===== config.mk =====
export PLATFORM = sky130hd
export DESIGN_NAME = int_ctrl_flat
export DESIGN_NICKNAME = d
export VERILOG_FILES = /design/src/rtl/int_ctrl_pkg.sv /design/src/rtl/int_ctrl_if.sv /design/src/rtl/int_ctrl_irq_sync_edge.sv /design/src/rtl/int_ctrl.sv /design/src/flat_wrapper.sv
export SDC_FILE = /design/constraint.sdc
export NUM_CORES = 1
export LEC_CHECK = 0
export ABC_CLOCK_PERIOD_IN_PS = 2600
export BUFFER_PORTS_ARGS = -buffer_cell sky130_fd_sc_hd__buf_2
export CAP_MARGIN = 20
export CORE_MARGIN = 1
export CORE_UTILIZATION = 55
export CTS_CLUSTER_SIZE = 28
export DETAILED_ROUTE_END_ITERATION = 8
export PLACE_DENSITY_LB_ADDON = 0.3
export SYNTH_ARGS = -nofsm -noshare
export SYNTH_HDL_FRONTEND = slang
export SYNTH_SLANG_ARGS = --single-unit

===== constraint.sdc =====
create_clock -name CLK -period 2.6 [get_ports CLK]
set_input_delay 0.26 -clock CLK [delete_from_list [all_inputs] [get_ports CLK]]
set_output_delay 0.26 -clock CLK [all_outputs]
set_load 0.05 [all_outputs]

===== src/rtl/int_ctrl_pkg.sv =====
// Shared definitions for the interrupt controller: register map, FSM encoding
// and control-register bit positions.
package int_ctrl_pkg;

  localparam logic [1:0] ADDR_MASK  = 2'd0;
  localparam logic [1:0] ADDR_PEND  = 2'd1;
  localparam logic [1:0] ADDR_VBASE = 2'd2;
  localparam logic [1:0] ADDR_CTRL  = 2'd3;

  localparam int GIE_BIT = 0;

  typedef enum logic [1:0] {
    ST_IDLE  = 2'd0,
    ST_HOLD  = 2'd1,
    ST_CALL  = 2'd2,
    ST_INSVC = 2'd3
  } state_e;

endpackage


===== src/rtl/int_ctrl_if.sv =====
// Bundle of IRQ lines, control-unit handshake and config bus for int_ctrl.
// master = control unit / bus host side, slave = the interrupt controller.
interface int_ctrl_if #(
  parameter int NIRQ = 4,
  parameter int DW   = 16
);
  logic [NIRQ-1:0] irq;
  logic            ret;
  logic            jmp;
  logic            call;
  logic            cfg_we;
  logic [1:0]      cfg_addr;
  logic [DW-1:0]   cfg_wdata;
  logic [DW-1:0]   cfg_rdata;
  logic            interrupt;
  logic            CallInt;
  logic [DW-1:0]   vector;
  logic [2:0]      active_id;
  logic            in_service;

  modport master (
    output irq, ret, jmp, call, cfg_we, cfg_addr, cfg_wdata,
    input  cfg_rdata, interrupt, CallInt, vector, active_id, in_service
  );

  modport slave (
    input  irq, ret, jmp, call, cfg_we, cfg_addr, cfg_wdata,
    output cfg_rdata, interrupt, CallInt, vector, active_id, in_service
  );
endinterface


===== src/rtl/int_ctrl_irq_sync_edge.sv =====
// Single IRQ line: SYNC_STAGES-deep synchroniser followed by a history flop;
// rise is high for one cycle when the synchronised level goes 0->1.
module irq_sync_edge #(
  parameter int SYNC_STAGES = 2
) (
  input  logic CLK,
  input  logic RST,
  input  logic irq_in,
  output logic rise
);

  logic [SYNC_STAGES-1:0] sync_q, sync_d;
  logic                   hist_q, hist_d;

  always_comb begin
    sync_d = {sync_q[SYNC_STAGES-2:0], irq_in};
    hist_d = sync_q[SYNC_STAGES-1];
  end

  always_ff @(posedge CLK or posedge RST) begin
    if (RST) begin
      sync_q <= '0;
      hist_q <= 1'b0;
    end else begin
      sync_q <= sync_d;
      hist_q <= hist_d;
    end
  end

  assign rise = sync_q[SYNC_STAGES-1] & ~hist_q;

endmodule


===== src/rtl/int_ctrl.sv =====
// Fixed-priority interrupt controller feeding the microcode control unit:
// latches IRQ edges as pending, then runs HOLD -> CALL -> INSVC until ret.
module int_ctrl
  import int_ctrl_pkg::*;
#(
  parameter int NIRQ        = 4,
  parameter int DW          = 16,
  parameter int VSTRIDE     = 4,
  parameter int SYNC_STAGES = 2
) (
  input logic       CLK,
  input logic       RST,
  int_ctrl_if.slave bus
);

  localparam int VSH = $clog2(VSTRIDE);

  logic [NIRQ-1:0] rise, req;
  logic [NIRQ-1:0] mask_q, mask_d, pend_q, pend_d;
  logic [DW-1:0]   vbase_q, vbase_d, vector_q, vector_d, rdata;
  logic            gie_q, gie_d;
  state_e          state_q, state_d;
  logic [2:0]      id_q, id_d, win_id, active_id_q, active_id_d;
  logic            interrupt_q, interrupt_d, callint_q, callint_d;
  logic            in_service_q, in_service_d;
  logic            eligible, wr_pend;

  generate
    for (genvar g = 0; g < NIRQ; g++) begin : g_sync
      irq_sync_edge #(.SYNC_STAGES(SYNC_STAGES)) u_sync (
        .CLK    (CLK),
        .RST    (RST),
        .irq_in (bus.irq[g]),
        .rise   (rise[g])
      );
    end
  endgenerate

  assign req      = pend_q & mask_q;
  assign eligible = gie_q & (|req) & ~bus.jmp & ~bus.call;
  assign wr_pend  = bus.cfg_we && (bus.cfg_addr == ADDR_PEND);

  // Lowest index wins: scan downward so the last match is the lowest one.
  always_comb begin
    win_id = '0;
    for (int i = NIRQ - 1; i >= 0; i--)
      if (req[i]) win_id = 3'(i);
  end

  always_comb begin
    mask_d  = mask_q;
    vbase_d = vbase_q;
    gie_d   = gie_q;
    if (bus.cfg_we) begin
      case (bus.cfg_addr)
        ADDR_MASK:  mask_d  = bus.cfg_wdata[NIRQ-1:0];
        ADDR_VBASE: vbase_d = bus.cfg_wdata;
        ADDR_CTRL:  gie_d   = bus.cfg_wdata[GIE_BIT];
        default:    ;
      endcase
    end
    // Set after clear so a fresh edge beats both W1C and service clear.
    pend_d = pend_q;
    if (wr_pend) pend_d = pend_d & ~bus.cfg_wdata[NIRQ-1:0];
    if (state_q == ST_CALL) pend_d = pend_d & ~(NIRQ'(1) << id_q);
    pend_d = pend_d | rise;
  end

  always_comb begin
    state_d      = state_q;
    id_d         = id_q;
    interrupt_d  = 1'b0;
    callint_d    = 1'b0;
    vector_d     = '0;
    in_service_d = in_service_q;
    active_id_d  = active_id_q;
    case (state_q)
      ST_IDLE: begin
        if (eligible) begin
          state_d     = ST_HOLD;
          id_d        = win_id;
          interrupt_d = 1'b1;
        end
      end
      ST_HOLD: begin
        state_d     = ST_CALL;
        interrupt_d = 1'b1;
        callint_d   = 1'b1;
        vector_d    = vbase_q + (DW'(id_q) << VSH);
      end
      ST_CALL: begin
        state_d      = ST_INSVC;
        in_service_d = 1'b1;
        active_id_d  = id_q;
      end
      ST_INSVC: begin
        if (bus.ret) begin
          state_d      = ST_IDLE;
          in_service_d = 1'b0;
          active_id_d  = '0;
        end
      end
      default: state_d = ST_IDLE;
    endcase
  end

  always_ff @(posedge CLK or posedge RST) begin
    if (RST) begin
      mask_q       <= '0;
      pend_q       <= '0;
      vbase_q      <= '0;
      gie_q        <= 1'b0;
      state_q      <= ST_IDLE;
      id_q         <= '0;
      interrupt_q  <= 1'b0;
      callint_q    <= 1'b0;
      vector_q     <= '0;
      in_service_q <= 1'b0;
      active_id_q  <= '0;
    end else begin
      mask_q       <= mask_d;
      pend_q       <= pend_d;
      vbase_q      <= vbase_d;
      gie_q        <= gie_d;
      state_q      <= state_d;
      id_q         <= id_d;
      interrupt_q  <= interrupt_d;
      callint_q    <= callint_d;
      vector_q     <= vector_d;
      in_service_q <= in_service_d;
      active_id_q  <= active_id_d;
    end
  end

  always_comb begin
    rdata = '0;
    case (bus.cfg_addr)
      ADDR_MASK:  rdata[NIRQ-1:0] = mask_q;
      ADDR_PEND:  rdata[NIRQ-1:0] = pend_q;
      ADDR_VBASE: rdata           = vbase_q;
      ADDR_CTRL:  rdata[GIE_BIT]  = gie_q;
      default:    rdata           = '0;
    endcase
  end

  assign bus.cfg_rdata  = rdata;
  assign bus.interrupt  = interrupt_q;
  assign bus.CallInt    = callint_q;
  assign bus.vector     = vector_q;
  assign bus.active_id  = active_id_q;
  assign bus.in_service = in_service_q;

endmodule


===== src/flat_wrapper.sv =====
// flat-port wrapper written by rule: the top's interface ports become plain ports
module int_ctrl_flat import int_ctrl_pkg::*;
#(
  parameter int NIRQ        = 4,
  parameter int DW          = 16,
  parameter int VSTRIDE     = 4,
  parameter int SYNC_STAGES = 2
)
  (CLK, RST, bus_irq, bus_ret, bus_jmp, bus_call, bus_cfg_we, bus_cfg_addr, bus_cfg_wdata, bus_cfg_rdata, bus_interrupt, bus_CallInt, bus_vector, bus_active_id, bus_in_service);
  int_ctrl_if #(.NIRQ(NIRQ), .DW(DW)) bus_i ();
  input logic CLK;
  input logic RST;
  input wire logic [$bits(bus_i.irq)-1:0] bus_irq;
  input wire logic [$bits(bus_i.ret)-1:0] bus_ret;
  input wire logic [$bits(bus_i.jmp)-1:0] bus_jmp;
  input wire logic [$bits(bus_i.call)-1:0] bus_call;
  input wire logic [$bits(bus_i.cfg_we)-1:0] bus_cfg_we;
  input wire logic [$bits(bus_i.cfg_addr)-1:0] bus_cfg_addr;
  input wire logic [$bits(bus_i.cfg_wdata)-1:0] bus_cfg_wdata;
  output wire logic [$bits(bus_i.cfg_rdata)-1:0] bus_cfg_rdata;
  output wire logic [$bits(bus_i.interrupt)-1:0] bus_interrupt;
  output wire logic [$bits(bus_i.CallInt)-1:0] bus_CallInt;
  output wire logic [$bits(bus_i.vector)-1:0] bus_vector;
  output wire logic [$bits(bus_i.active_id)-1:0] bus_active_id;
  output wire logic [$bits(bus_i.in_service)-1:0] bus_in_service;
  assign bus_i.irq = bus_irq;
  assign bus_i.ret = bus_ret;
  assign bus_i.jmp = bus_jmp;
  assign bus_i.call = bus_call;
  assign bus_i.cfg_we = bus_cfg_we;
  assign bus_i.cfg_addr = bus_cfg_addr;
  assign bus_i.cfg_wdata = bus_cfg_wdata;
  assign bus_cfg_rdata = bus_i.cfg_rdata;
  assign bus_interrupt = bus_i.interrupt;
  assign bus_CallInt = bus_i.CallInt;
  assign bus_vector = bus_i.vector;
  assign bus_active_id = bus_i.active_id;
  assign bus_in_service = bus_i.in_service;
  int_ctrl #(.NIRQ(NIRQ), .DW(DW), .VSTRIDE(VSTRIDE), .SYNC_STAGES(SYNC_STAGES)) u_core (.CLK(CLK), .RST(RST), .bus(bus_i));
endmodule

==> key figures, run 1 <==
Layout
  – Diodes inserted: 0
  – Fin area: 3340 µm²
  – Fraction of layout cells with a size suffix above 1: 0.363
  – Post-layout net count: 330
  – Layout fillers: approximately 360
  – Seq. cell area: approximately 1600 µm²
  – Area grow syn2layout: 19.8%
  – Multi-input logic area: 1160 µm²

GRT
  – Remaining Overflow, GRT: 0
  – Pin count of the biggest net entering global routing: 63
  – All-Layer GR Usage: 0.220
  – Initial antenna violation count: 0
  – Number of global-route vias before repair: between 1,500 and 2,000
  – First-pass GRT wire length: around 8.4 mm

Drt
  – Detailed Routing Iterations Pass 1: 4
  – DR vias/cell: roughly 5.2
  – DRT antenna net count: 0
  – DR iter-0 viols: 93
  – DR WL/cell: 14.4 µm
  – WL final: about 5.3 mm
  – DR vias: roughly 1,900
  – DRC: 0

Timing
  – Setup-failing EPs final: 0
  – Max Clock Freq: approximately 0.54 GHz
  – Final worst path period share: 0.709
  – Max Clock Skew: around 0.010 ns
  – Worst-Margin Slew: between 0.7 and 0.8 ns
  – Worst setup margin: around 0.76 ns
  – Fin Hold WS: 0.0319 ns
  – Final Hold Fails: 0
  – Unrepaired setup endpoints after global routing: no
  – Worst slew margin: 0.485
  – Minimum clock period: 1.84 ns
  – TNS Setup: 0 ns
  – Max Slew Vio Count: 0

Synthesis
  – Synth warn: 0
  – Cells after Synth: about 230
  – Syn Nets: roughly 260
  – Flops & latches, synth: 62
  – Ys async rst share: 1.00
  – Sequential element share of the synthesized area: 0.557
  – Post-synth EDFFs: 0
  – Synth Cell Area: 2790 µm²
  – Syn Area/Cell: about 12 µm²
  – Post-synth cell types: 50
  – Most used DFF post-synth: dfrtp_1

Floorplanning
  – DIE AREA: 5360 µm²
  – Chip height: 73.2 µm
  – I/O pin count: between 60 and 70
  – Core ar.: ~4800 µm²
  – Row count: 25
  – Initial Util: 0.582
  – Die Width: approximately 73 µm

Worst setup path
  – R2r startpoint: u_core.id_q[0]$_DFFE_PP0P_
  – Crit-path cells: ha_1 > fa_1 > and4_1 > nand4_1 > xnor2_1 > and2_1
  – Crit path buffers/inverters: 0
  – Worst Path Required: about 2.8 ns
  – CP Launch Type: flop
  – Crit path max-delay cell type: dfrtp_1
  – Critical Path Fanout Max: 7
  – Worst R2R Path Depth: 6
  – R2r setup slk: 0.76 ns
  – Data arrival time of the critical path: 2.05 ns
  – CP max stage delay: between 0.4 and 0.5 ns
  – Critical path's top delay family: adder cells
  – End of the worst register-to-register path: u_core.bus.vector[14]$_DFF_PP0_
  – Crit path kind: flop to flop
  – Critical Path End Type: flop

CTS
  – Postcts setup bufs: 0
  – Clock sinks: 62
  – Clk Latency, worst-skew pair: around 0.33 ns
  – Root buffer cell: clkbuf_8
  – H-tree Lvls: 3
  – Cts-stage hold buffer count: 0
  – Clock Tree Buf Depth: 2
  – Worst-path clk slew: approximately 0.070 ns
  – CTS Buf Count: 9
  – CTS resizes: 0
  – CTS tree: done

Power and ir drop
  – LEAKAGE: 1.65 nW
  – Power density cells: between 1000 and 1500 nW/µm²
  – Max IR drop VDD: about 0.46 mV
  – Power Total: 0.00348 W

Flow run
  – Max Cap Violations: 0

Min path
  – Hold depth: 1
  – Endpoint, Worst Hold: u_core.g_sync[2].u_sync.sync_q[0]$_DFF_PP0_
  – Worst min path class: input pin to flop
  – Hold Startpoint: bus_irq[2]

Placed design
  – Routability congestion estimate: between 0.8 and 0.9
  – Place WS: 0.783 ns
  – Hpwl dp: between 3 and 4 mm
  – Cell Area, Placed: 3160 µm²
  – Number of port buffers: 64

Outcome
  – Outcome: finished clean
## Yosys cell counts, drive strengths merged, types with 2 or more instances
library cell	instances	share of area
a21boi	2	0.0054
a21oi	3	0.0054
a22o	2	0.0063
a31oi	2	0.0045
and2	29	0.066
and4	2	0.0067
buf	4	0.011
clkbuf	3	0.0040
dfrtp	62	0.56
ha	6	0.027
inv	10	0.013
mux2	22	0.089
mux2i	4	0.014
nand2	14	0.022
nand3	8	0.016
nand4	4	0.011
nor2b	3	0.0094
nor3	4	0.0072
nor3b	2	0.0090
o21ai	11	0.020
o311ai	2	0.0063
xnor2	6	0.019
xor2	5	0.016
## flip-flops by register name, indices dropped and copies added (netlist names)
name                         flops
u_core.state_q                   2
u_core.g_sync.u_sync.sync_q      8
u_core.vbase_q                  16
u_core.bus.active_id             2
u_core.gie_q                     1
u_core.bus.in_service            1
u_core.pend_q                    4
u_core.bus.vector               16
u_core.id_q                      2
u_core.mask_q                    4
u_core.g_sync.u_sync.hist_q      4
u_core.bus.interrupt             1
u_core.bus.CallInt               1
## report_power, final
part | switching (W) | total [W] | leakage, nW | internal [W]
Clock | 0.000349 | 0.000790 | 0.0904 | 0.000440
Combinational | 0.000876 | 0.00128 | 0.799 | 0.000408
Sequential | 0.000204 | 0.00140 | 0.757 | 0.00120
## how the worst max path moves through the flow
stage                               start                              end  slack, ns  cells past startpoint
6_report       u_core.id_q[0]$_DFFE_PP0P_  u_core.bus.vector[14]$_DFF_PP0_       0.76                      6
5_1_grt        u_core.id_q[1]$_DFFE_PP0P_  u_core.bus.vector[11]$_DFF_PP0_       0.65                      5
4_1_cts        u_core.id_q[0]$_DFFE_PP0P_  u_core.bus.vector[14]$_DFF_PP0_       0.77                      6
3_5_place_dp   u_core.id_q[0]$_DFFE_PP0P_  u_core.bus.vector[14]$_DFF_PP0_       0.78                      6
3_3_place_gp   u_core.id_q[0]$_DFFE_PP0P_  u_core.bus.vector[10]$_DFF_PP0_       0.82                      6
2_1_floorplan             bus_cfg_addr[1]                 bus_cfg_rdata[3]       0.72                      3
## cell families after synthesis
| family | count (synthesis) | synth area share |
|---|---|---|
| fa+ha+maj | 7 | 0.0341 |
| buf+inv | 17 | 0.0287 |
| compound gates | 27 | 0.0624 |
| other cells | 1 | 0.00135 |
| mux | 27 | 0.111 |
| flops | 62 | 0.557 |
| simple gates | 74 | 0.171 |
| xor+xnor | 11 | 0.0346 |
## cells in the final DEF, fill, tap and decap left out, drive strengths merged, types with 2 or more instances in the layout
master  synthesis  routed
buf             4      65
dfrtp          62      62
and2           29      29
mux2           22      22
nand2          14      14
clkbuf          3      12
o21ai          11      11
inv            10      10
nand3           8       8
xnor2           6       6
ha              6       6
xor2            5       5
nor3            4       4
mux2i           4       4
nand4           4       4
a21oi           3       3
nor2b           3       3
a22o            2       2
nor3b           2       2
a31oi           2       2
clkinv          0       2
o311ai          2       2
and4            2       2
a21boi          2       2
## through the flow
stage | util | instances
2_1_floorplan | - | 226
3_3_place_gp | 0.660 | 351
3_5_place_dp | 0.660 | 351
4_1_cts | 0.698 | 367
5_1_grt | 0.698 | 367
6_report | 0.698 | 367
## final cells by class
class                   count  area share
clock buffers              12      0.0405
multi-input cells         147       0.346
flip-flops and latches     62       0.465
repair buffers             65      0.0982
well taps                  67      0.0251
clock inverters             4      0.0142
inverters                  10      0.0112
## per-layer routing
layer	global-route usage	vias to the layer above	part of all wire
met1	0.311	930	0.47
met3	0.0497	11	0.046
met2	0.319	67	0.47
met4	0.111	0	0.016
li1	-	918	-
met5	0	-	0
## worst register-to-register path, stage by stage, from the launching register on
cell     delay [ns]
dfrtp_1        0.44
ha_1           0.26
fa_1           0.42
and4_1         0.27
nand4_1        0.11
xnor2_1        0.06
and2_1         0.16
Note: power is estimated with default switching activity, not from simulation.
==> run 2: changes to the inputs <==
Settings changed: ABC_AREA set to 1, ABC_CLOCK_PERIOD_IN_PS 2600 to 1900, CORE_UTILIZATION 55 to 53.
Clock period 2.6 ns to 1.9 ns, I/O delays scaled along.
==> run 2 against run 1 <==
  * Synthesized area up 1.2%
  * Die area rose by 4.8%
  * Combinational power increased by 62%
  * Register-to-register slack got worse by 0.60 ns
  * Cell count rose by 26%
  * Sequential power grew 34%
  * Critical path depth rose by 1
  * Maximum frequency increased by 5.7%
  * Global-route usage up 0.79 points
  * First-iteration DRC count up 24%
  * Largest cell class unchanged
  * Highest routed layer unchanged
==> key figures, run 2 <==
Outcome
  – Outcome: finished clean

Synthesis
  – Syn Nets: around 350
  – Synth warn: 0
  – Ys async rst share: 1.00
  – Post-synth top area cell: dfrtp_1
  – Cells after Synth: roughly 310
  – Area contributors post-synth: dfrtp_1 (55%), nand2_1 (8.9%), inv_1 (5.7%)
  – Syn Area/Cell: 9.04 µm²
  – Sequential element share of the synthesized area: 0.550
  – Yosys top cell area share: 0.550
  – Most common cell in the netlist: nand2_1
  – Commonest cells post-synth: nand2_1 (67), dfrtp_1 (62), inv_1 (43)
  – Most used DFF post-synth: dfrtp_1
  – Post-synth EDFFs: 0
  – Flops & latches, synth: 62
  – Synth Cell Area: 2820 µm²
  – Post-synth cell types: 31

CTS
  – Clock sinks: between 60 and 70
  – Worst-path clk slew: roughly 0.070 ns
  – CTS Buf Count: 9
  – Clock Tree Buf Depth: 2
  – H-tree Lvls: 3
  – CTS tree: done
  – Postcts setup bufs: 0
  – Clk Latency, worst-skew pair: 0.34 ns
  – Root buffer cell: clkbuf_8

Placed design
  – DP Cell Count: 442
  – Number of port buffers: 64
  – Hpwl dp: 4.26 mm
  – Cell Area, Placed: 3210 µm²
  – Routability congestion estimate: roughly 0.87
  – Place WS: 0.190 ns

GRT
  – Pin count of the biggest net entering global routing: 44
  – All-Layer GR Usage: 0.228
  – Initial antenna violation count: 0
  – Remaining Overflow, GRT: 0
  – Number of global-route vias before repair: approximately 2,200
  – First-pass GRT wire length: between 9 and 10 mm

Power and ir drop
  – Pint: 0.00286 W
  – Seq pwr share: 0.370
  – Clk network pwr share: 0.224
  – Logic gate share of total power: 0.406
  – Max IR drop VDD: 0.830 mV
  – Power density cells: around 1500 nW/µm²
  – LEAKAGE: 1.88 nW
  – Sw frac: 0.439
  – NetSw: 0.00223 W

Layout
  – Diodes inserted: 0
  – Most frequent cells in the layout: nand2_1 (67), buf_2 (64), dfrtp_1 (62), inv_1 (42), nor2_1 (34)
  – Area grow syn2layout: 22.7%
  – Final cell count without fillers: about 460
  – Fin area: between 3000 and 4000 µm²
  – Fraction of layout cells with a size suffix above 1: 0.305
  – Post-layout net count: 423
  – Layout fillers: around 440
  – Commonest non-fill, non-tap cell in the layout: nand2_1

Timing
  – Max Slew Vio Count: 0
  – TNS Setup: 0 ns
  – Unrepaired setup endpoints after global routing: no
  – Final worst path period share: 0.917
  – Worst setup margin: 0.157 ns
  – Final Hold Fails: 0
  – Max Clock Skew: a little over 0.009 ns
  – Minimum clock period: between 1.5 and 2 ns
  – Setup-failing EPs final: 0
  – Max Clock Freq: around 0.57 GHz

Drt
  – DRT antenna net count: 0
  – DR vias/cell: 4.87
  – DRC: 0
  – WL final: just under 6 mm
  – DR vias: ~2,300
  – DR WL/cell: approximately 12 µm
  – DR iter-0 viols: between 100 and 150
  – Detailed Routing Iterations Pass 1: 6

Min path
  – Hold depth: 3
  – Worst min path class: input pin to flop

Worst setup path
  – Crit path max-delay cell type: dfrtp_1
  – Worst Path Required: between 2 and 2.5 ns
  – CP most frequent cell: nand2_1
  – Critical Path End Type: flop
  – Worst R2R Path Depth: 7
  – Crit-path cells: ha_1 > fa_1 > nand2_1 > nor2_2 > nand2_1 > clkinv_1 > nor3_1
  – R2r setup slk: approximately 0.16 ns
  – Critical Path Fanout Max: 4
  – CP Launch Type: flop
  – Data arrival time of the critical path: 1.99 ns
  – CP max stage delay: 0.42 ns
  – Crit path kind: flop to flop

Floorplanning
  – Row count: 26
  – I/O pin count: 66
  – Initial Util: 0.552
  – Chip height: ~75 µm
  – Die Width: ~75 µm
  – DIE AREA: roughly 5600 µm²
  – Core ar.: a little over 5000 µm²

Flow run
  – Max Cap Violations: 0
[run 2: changes by cell type after synthesis, sizes merged, moves of 6 or more]
| cell | previous run | this run |
|---|---|---|
| inv | 10 | 45 |
| nor2 | 1 | 48 |
| nand2 | 14 | 69 |
| a21oi | 3 | 18 |
| o21ai | 11 | 26 |
| mux2 | 22 | 0 |
| nand3 | 8 | 14 |
| and2 | 29 | 0 |
| xnor2 | 6 | 0 |
[run 2: worst paths after layout]
kind | startpoint | to
worst min-delay path | bus_cfg_wdata[10] | u_core.vbase_q[10]$_DFFE_PP0P_
max in group asynchronous | RST | u_core.bus.vector[2]$_DFF_PP0_
min in group asynchronous | RST | u_core.bus.CallInt$_DFF_PP0_
worst max register to register | u_core.id_q[0]$_DFFE_PP0P_ | u_core.bus.vector[8]$_DFF_PP0_
worst min register to register | u_core.g_sync[1].u_sync.sync_q[0]$_DFF_PP0_ | u_core.g_sync[1].u_sync.sync_q[1]$_DFF_PP0_
worst max-delay path | u_core.id_q[0]$_DFFE_PP0P_ | u_core.bus.vector[8]$_DFF_PP0_
[run 2: worst max-delay path, delay by kind of cell, from the launching register on]
family                     cells  cell delay, ns
adders and majority gates      2            0.63
and+or+nand+nor                4            0.47
DFF                            1            0.42
buffers and inverters          1            0.13
[run 2: area by class of cell]
cell class / count / area, µm² / area share
Clock buffer: 11 / 141 / 0.0409
Clock inverter: 5 / 58.8 / 0.0170
Inverter: 46 / 173 / 0.0499
Multi-Input combinational cell: 198 / 1050 / 0.304
Timing Repair Buffer: 71 / 398 / 0.115
Tap cell: 70 / 87.6 / 0.0253
Sequential cell: 62 / 1550 / 0.448
[run 2: power groups by stage]
stage | registers [W] | logic, W | clock network, W
finish | 0.00188 | 0.00207 | 0.00114
global placement | 0.00189 | 0.00201 | 0
floorplan | 0.00252 | 0.000927 | 0
detailed placement | 0.00191 | 0.00205 | 0
global route | 0.00193 | 0.00225 | 0.00122
CTS | 0.00188 | 0.00207 | 0.00117
[run 2: what timing repair did]
item,4_1_cts,5_1_grt
hold endpoints to repair,23,0
resized for setup,0,1
setup endpoints to repair,0,1
hold buffers,5,0
[run 2: cell families after synthesis]
logic type	Yosys count	share of synthesized area
adder cells (fa/ha/maj)	7	0.0337
other	1	0.00133
buffers and inverters	52	0.0790
AND/OR/NAND/NOR	138	0.213
flip-flops	62	0.550
AO/OA/AOI/OAI	52	0.122
[run 2: routing by layer]
layer / share of wire / vias to the layer above / global-route usage
met2: 0.49 / 50 / 0.386
met1: 0.45 / 1060 / 0.269
li1: - / 1136 / -
met4: 0.019 / 0 / 0.115
met3: 0.037 / 10 / 0.0576
met5: 0 / - / 0
[run 2: metrics by stage]
| stage | power (W) | utilization | hold slack [ns] |
|---|---|---|---|
| floorplan | 0.00344 | - | 0.221 |
| global placement | 0.00390 | 0.628 | 0.220 |
| detailed placement | 0.00395 | 0.628 | 0.219 |
| CTS | 0.00512 | 0.677 | 0.0806 |
| global route | 0.00540 | 0.678 | 0.0917 |
| finish | 0.00509 | 0.678 | 0.0890 |
==> run 3: changes to the inputs <==
Settings changed: SYNTH_HIERARCHICAL set to 1.
==> run 3 against run 2 <==
  * Total power is 1.6% higher
  * Critical path type unchanged
  * First-iteration DRC count is 15% higher
  * Maximum frequency is 8.1% higher
  * Combinational power is 2% lower
  * Sequential share of layout area is 0.36 points higher
  * Global-route usage is 1.1 points higher
  * Die area is 1.8% lower
  * Worst hold slack better by 0.0076 ns
  * Critical path depth is 1 higher
  * Largest power group unchanged
  * Wire length is 1.7% higher
  * Largest cell class unchanged
==> key figures, run 3 <==
Outcome
  – Outcome: finished clean

Worst setup path
  – CP Launch Type: flop
  – CP most frequent cell: nor2_1
  – Crit path kind: flop to flop
  – Critical path's top delay family: adder cells
  – Crit path max-delay cell type: fa_1
  – Crit-path cells: ha_1 > fa_1 > nand2_2 > nor2_1 > nand3_1 > nand2_1 > inv_1 > nor2_1
  – Data arrival time of the critical path: ~1.9 ns
  – Critical Path Fanout Max: 4
  – Worst Path Required: 2.14 ns
  – Critical Path End Type: flop
  – CP max stage delay: between 0.4 and 0.5 ns
  – Crit path buffers/inverters: 1

Layout
  – Commonest non-fill, non-tap cell in the layout: nand2_1
  – Most frequent cells in the layout: nand2_1 (66), buf_2 (64), dfrtp_1 (62), inv_1 (50), nor2_1 (47)
  – Area grow syn2layout: 24.0%
  – Layout fillers: ~380
  – Final cell count without fillers: between 400 and 500
  – Diodes inserted: 0
  – Post-layout net count: approximately 440
  – Fraction of layout cells with a size suffix above 1: 0.240
  – Fin area: 3430 µm²

Floorplanning
  – Row count: 25
  – I/O pin count: 66
  – Core ar.: 4880 µm²
  – Chip height: around 74 µm
  – Initial Util: 0.567
  – DIE AREA: 5520 µm²
  – Die Width: roughly 74 µm

CTS
  – Clock sinks: just over 60
  – CTS resizes: 0
  – Clk Latency, worst-skew pair: ~0.34 ns
  – Cts-stage hold buffer count: 5
  – Worst-path clk slew: about 0.070 ns
  – CTS tree: done
  – Clock Tree Buf Depth: 2
  – H-tree Lvls: 3
  – CTS Buf Count: 9
  – Root buffer cell: clkbuf_8
  – Postcts setup bufs: 0

Timing
  – Minimum clock period: between 1.5 and 2 ns
  – TNS Setup: 0 ns
  – Setup-failing EPs final: 0
  – Final worst path period share: 0.848
  – Final Hold Fails: 0
  – Worst-Margin Slew: 0.564 ns
  – Max Clock Skew: ~0.0067 ns
  – Fin Hold WS: between 0.09 and 0.1 ns
  – Max Clock Freq: ~0.62 GHz
  – Worst slew margin: 0.623
  – Unrepaired setup endpoints after global routing: no
  – Max Slew Vio Count: 0

Synthesis
  – Post-synth top area cell: dfrtp_1
  – Synth Cell Area: between 2000 and 3000 µm²
  – Synth warn: 6
  – Area contributors post-synth: dfrtp_1 (56%), nand2_1 (8.9%), inv_1 (6.9%)
  – Cells after Synth: 324
  – Syn Area/Cell: 8.55 µm²
  – Flops & latches, synth: 62
  – Commonest cells post-synth: nand2_1 (66), dfrtp_1 (62), inv_1 (51)
  – Yosys top cell area share: 0.560
  – Post-synth EDFFs: 0
  – Post-synth cell types: 25
  – Ys async rst share: 1.00
  – Most common cell in the netlist: nand2_1
  – Most used DFF post-synth: dfrtp_1
  – Syn Nets: between 300 and 400
  – Sequential element share of the synthesized area: 0.560

Drt
  – DR WL/cell: 12.4 µm
  – DRT antenna net count: 0
  – WL final: approximately 5.9 mm
  – Detailed Routing Iterations Pass 1: 4
  – DR vias/cell: between 4 and 5
  – DRC: 0
  – DR vias: between 2,000 and 2,500
  – DR iter-0 viols: approximately 130

GRT
  – Pin count of the biggest net entering global routing: 33
  – Initial antenna violation count: 0
  – Remaining Overflow, GRT: 0
  – First-pass GRT wire length: approximately 9.5 mm
  – Number of global-route vias before repair: ~2,200
  – All-Layer GR Usage: 0.239

Placed design
  – Number of port buffers: 64
  – Hpwl dp: between 4 and 5 mm
  – Cell Area, Placed: between 3000 and 4000 µm²
  – DP Cell Count: between 400 and 500
  – Routability congestion estimate: between 0.8 and 0.9

Power and ir drop
  – Max IR drop VDD: 0.977 mV
  – Power density cells: approximately 1500 nW/µm²
  – LEAKAGE: 1.91 nW
  – Power Total: between 0.005 and 0.006 W

Min path
  – Worst min path class: input pin to flop

Flow run
  – Max Cap Violations: 0
## run 3: changes by cell type after synthesis, sizes merged, moves of 3 or more
cell / change
inv: +7
nand2: +3
nor2: +4
nor3: +4
## run 3: power by group
group | switching [W] | total, W | internal, W
Sequential | 0.000207 | 0.00188 | 0.00167
Combinational | 0.00151 | 0.00203 | 0.000521
Clock | 0.000489 | 0.00126 | 0.000771
## run 3: logic make-up (layout without fill, tap and decap cells)
logic type	after synthesis	in the layout	synth area share
buffers and inverters	58	139	0.0822
other	1	1	0.00135
DFF	62	62	0.560
AOI/OAI and AO/OA	50	50	0.0967
and+or+nand+nor	146	146	0.225
adders and majority gates	7	7	0.0343
## run 3: final cells by class
cell class                 count  area [µm²]  share of cell area
tap                           67        83.8              0.0244
inverter                      52         195              0.0569
timing repair buffer          71         398               0.116
clock inverter                 4        70.1              0.0204
sequential                    62        1550               0.452
multi-input combinational    204         990               0.288
clock buffer                  12         145              0.0423
## run 3: worst paths after layout
check | end | slack, ns | cells after the start | start
max | u_core/bus.vector[14]$_DFF_PP0_ | 0.29 | 8 | u_core/id_q[0]$_DFFE_PP0P_
min | u_core/vbase_q[11]$_DFFE_PP0P_ | 0.1 | 3 | bus_cfg_wdata[11]
max reg2reg | u_core/bus.vector[14]$_DFF_PP0_ | 0.29 | 8 | u_core/id_q[0]$_DFFE_PP0P_
min reg2reg | u_core/g_sync[0].u_sync/sync_q[1]$_DFF_PP0_ | 0.36 | 0 | u_core/g_sync[0].u_sync/sync_q[0]$_DFF_PP0_
max in group asynchronous | u_core/bus.vector[8]$_DFF_PP0_ | 0.87 | 4 | RST
min in group asynchronous | u_core/g_sync[2].u_sync/sync_q[0]$_DFF_PP0_ | 0.31 | 3 | RST
## run 3: through the flow
step / utilization / setup WS (ns)
after detailed placement: 0.649 / 0.322
final: 0.704 / 0.288
after CTS: 0.704 / 0.302
after global routing: 0.704 / 0.186
after floorplan: - / 0.439
after global placement: 0.649 / 0.379
## run 3: routing by layer
layer | vias up | wire [µm] | GRT usage
met5 | - | 0 | 0
met4 | 0 | 154 | 0.128
met3 | 14 | 307 | 0.0745
met2 | 65 | 2920 | 0.395
met1 | 1069 | 2470 | 0.281
li1 | 1157 | - | -
## run 3: worst reg2reg max path: stages (launching register included)
cell and delay (ns):
dfrtp_1 0.41, ha_1 0.22, fa_1 0.43, nand2_2 0.13, nor2_1 0.07, nand3_1 0.09, nand2_1 0.06, inv_1 0.06
nor2_1 0.04
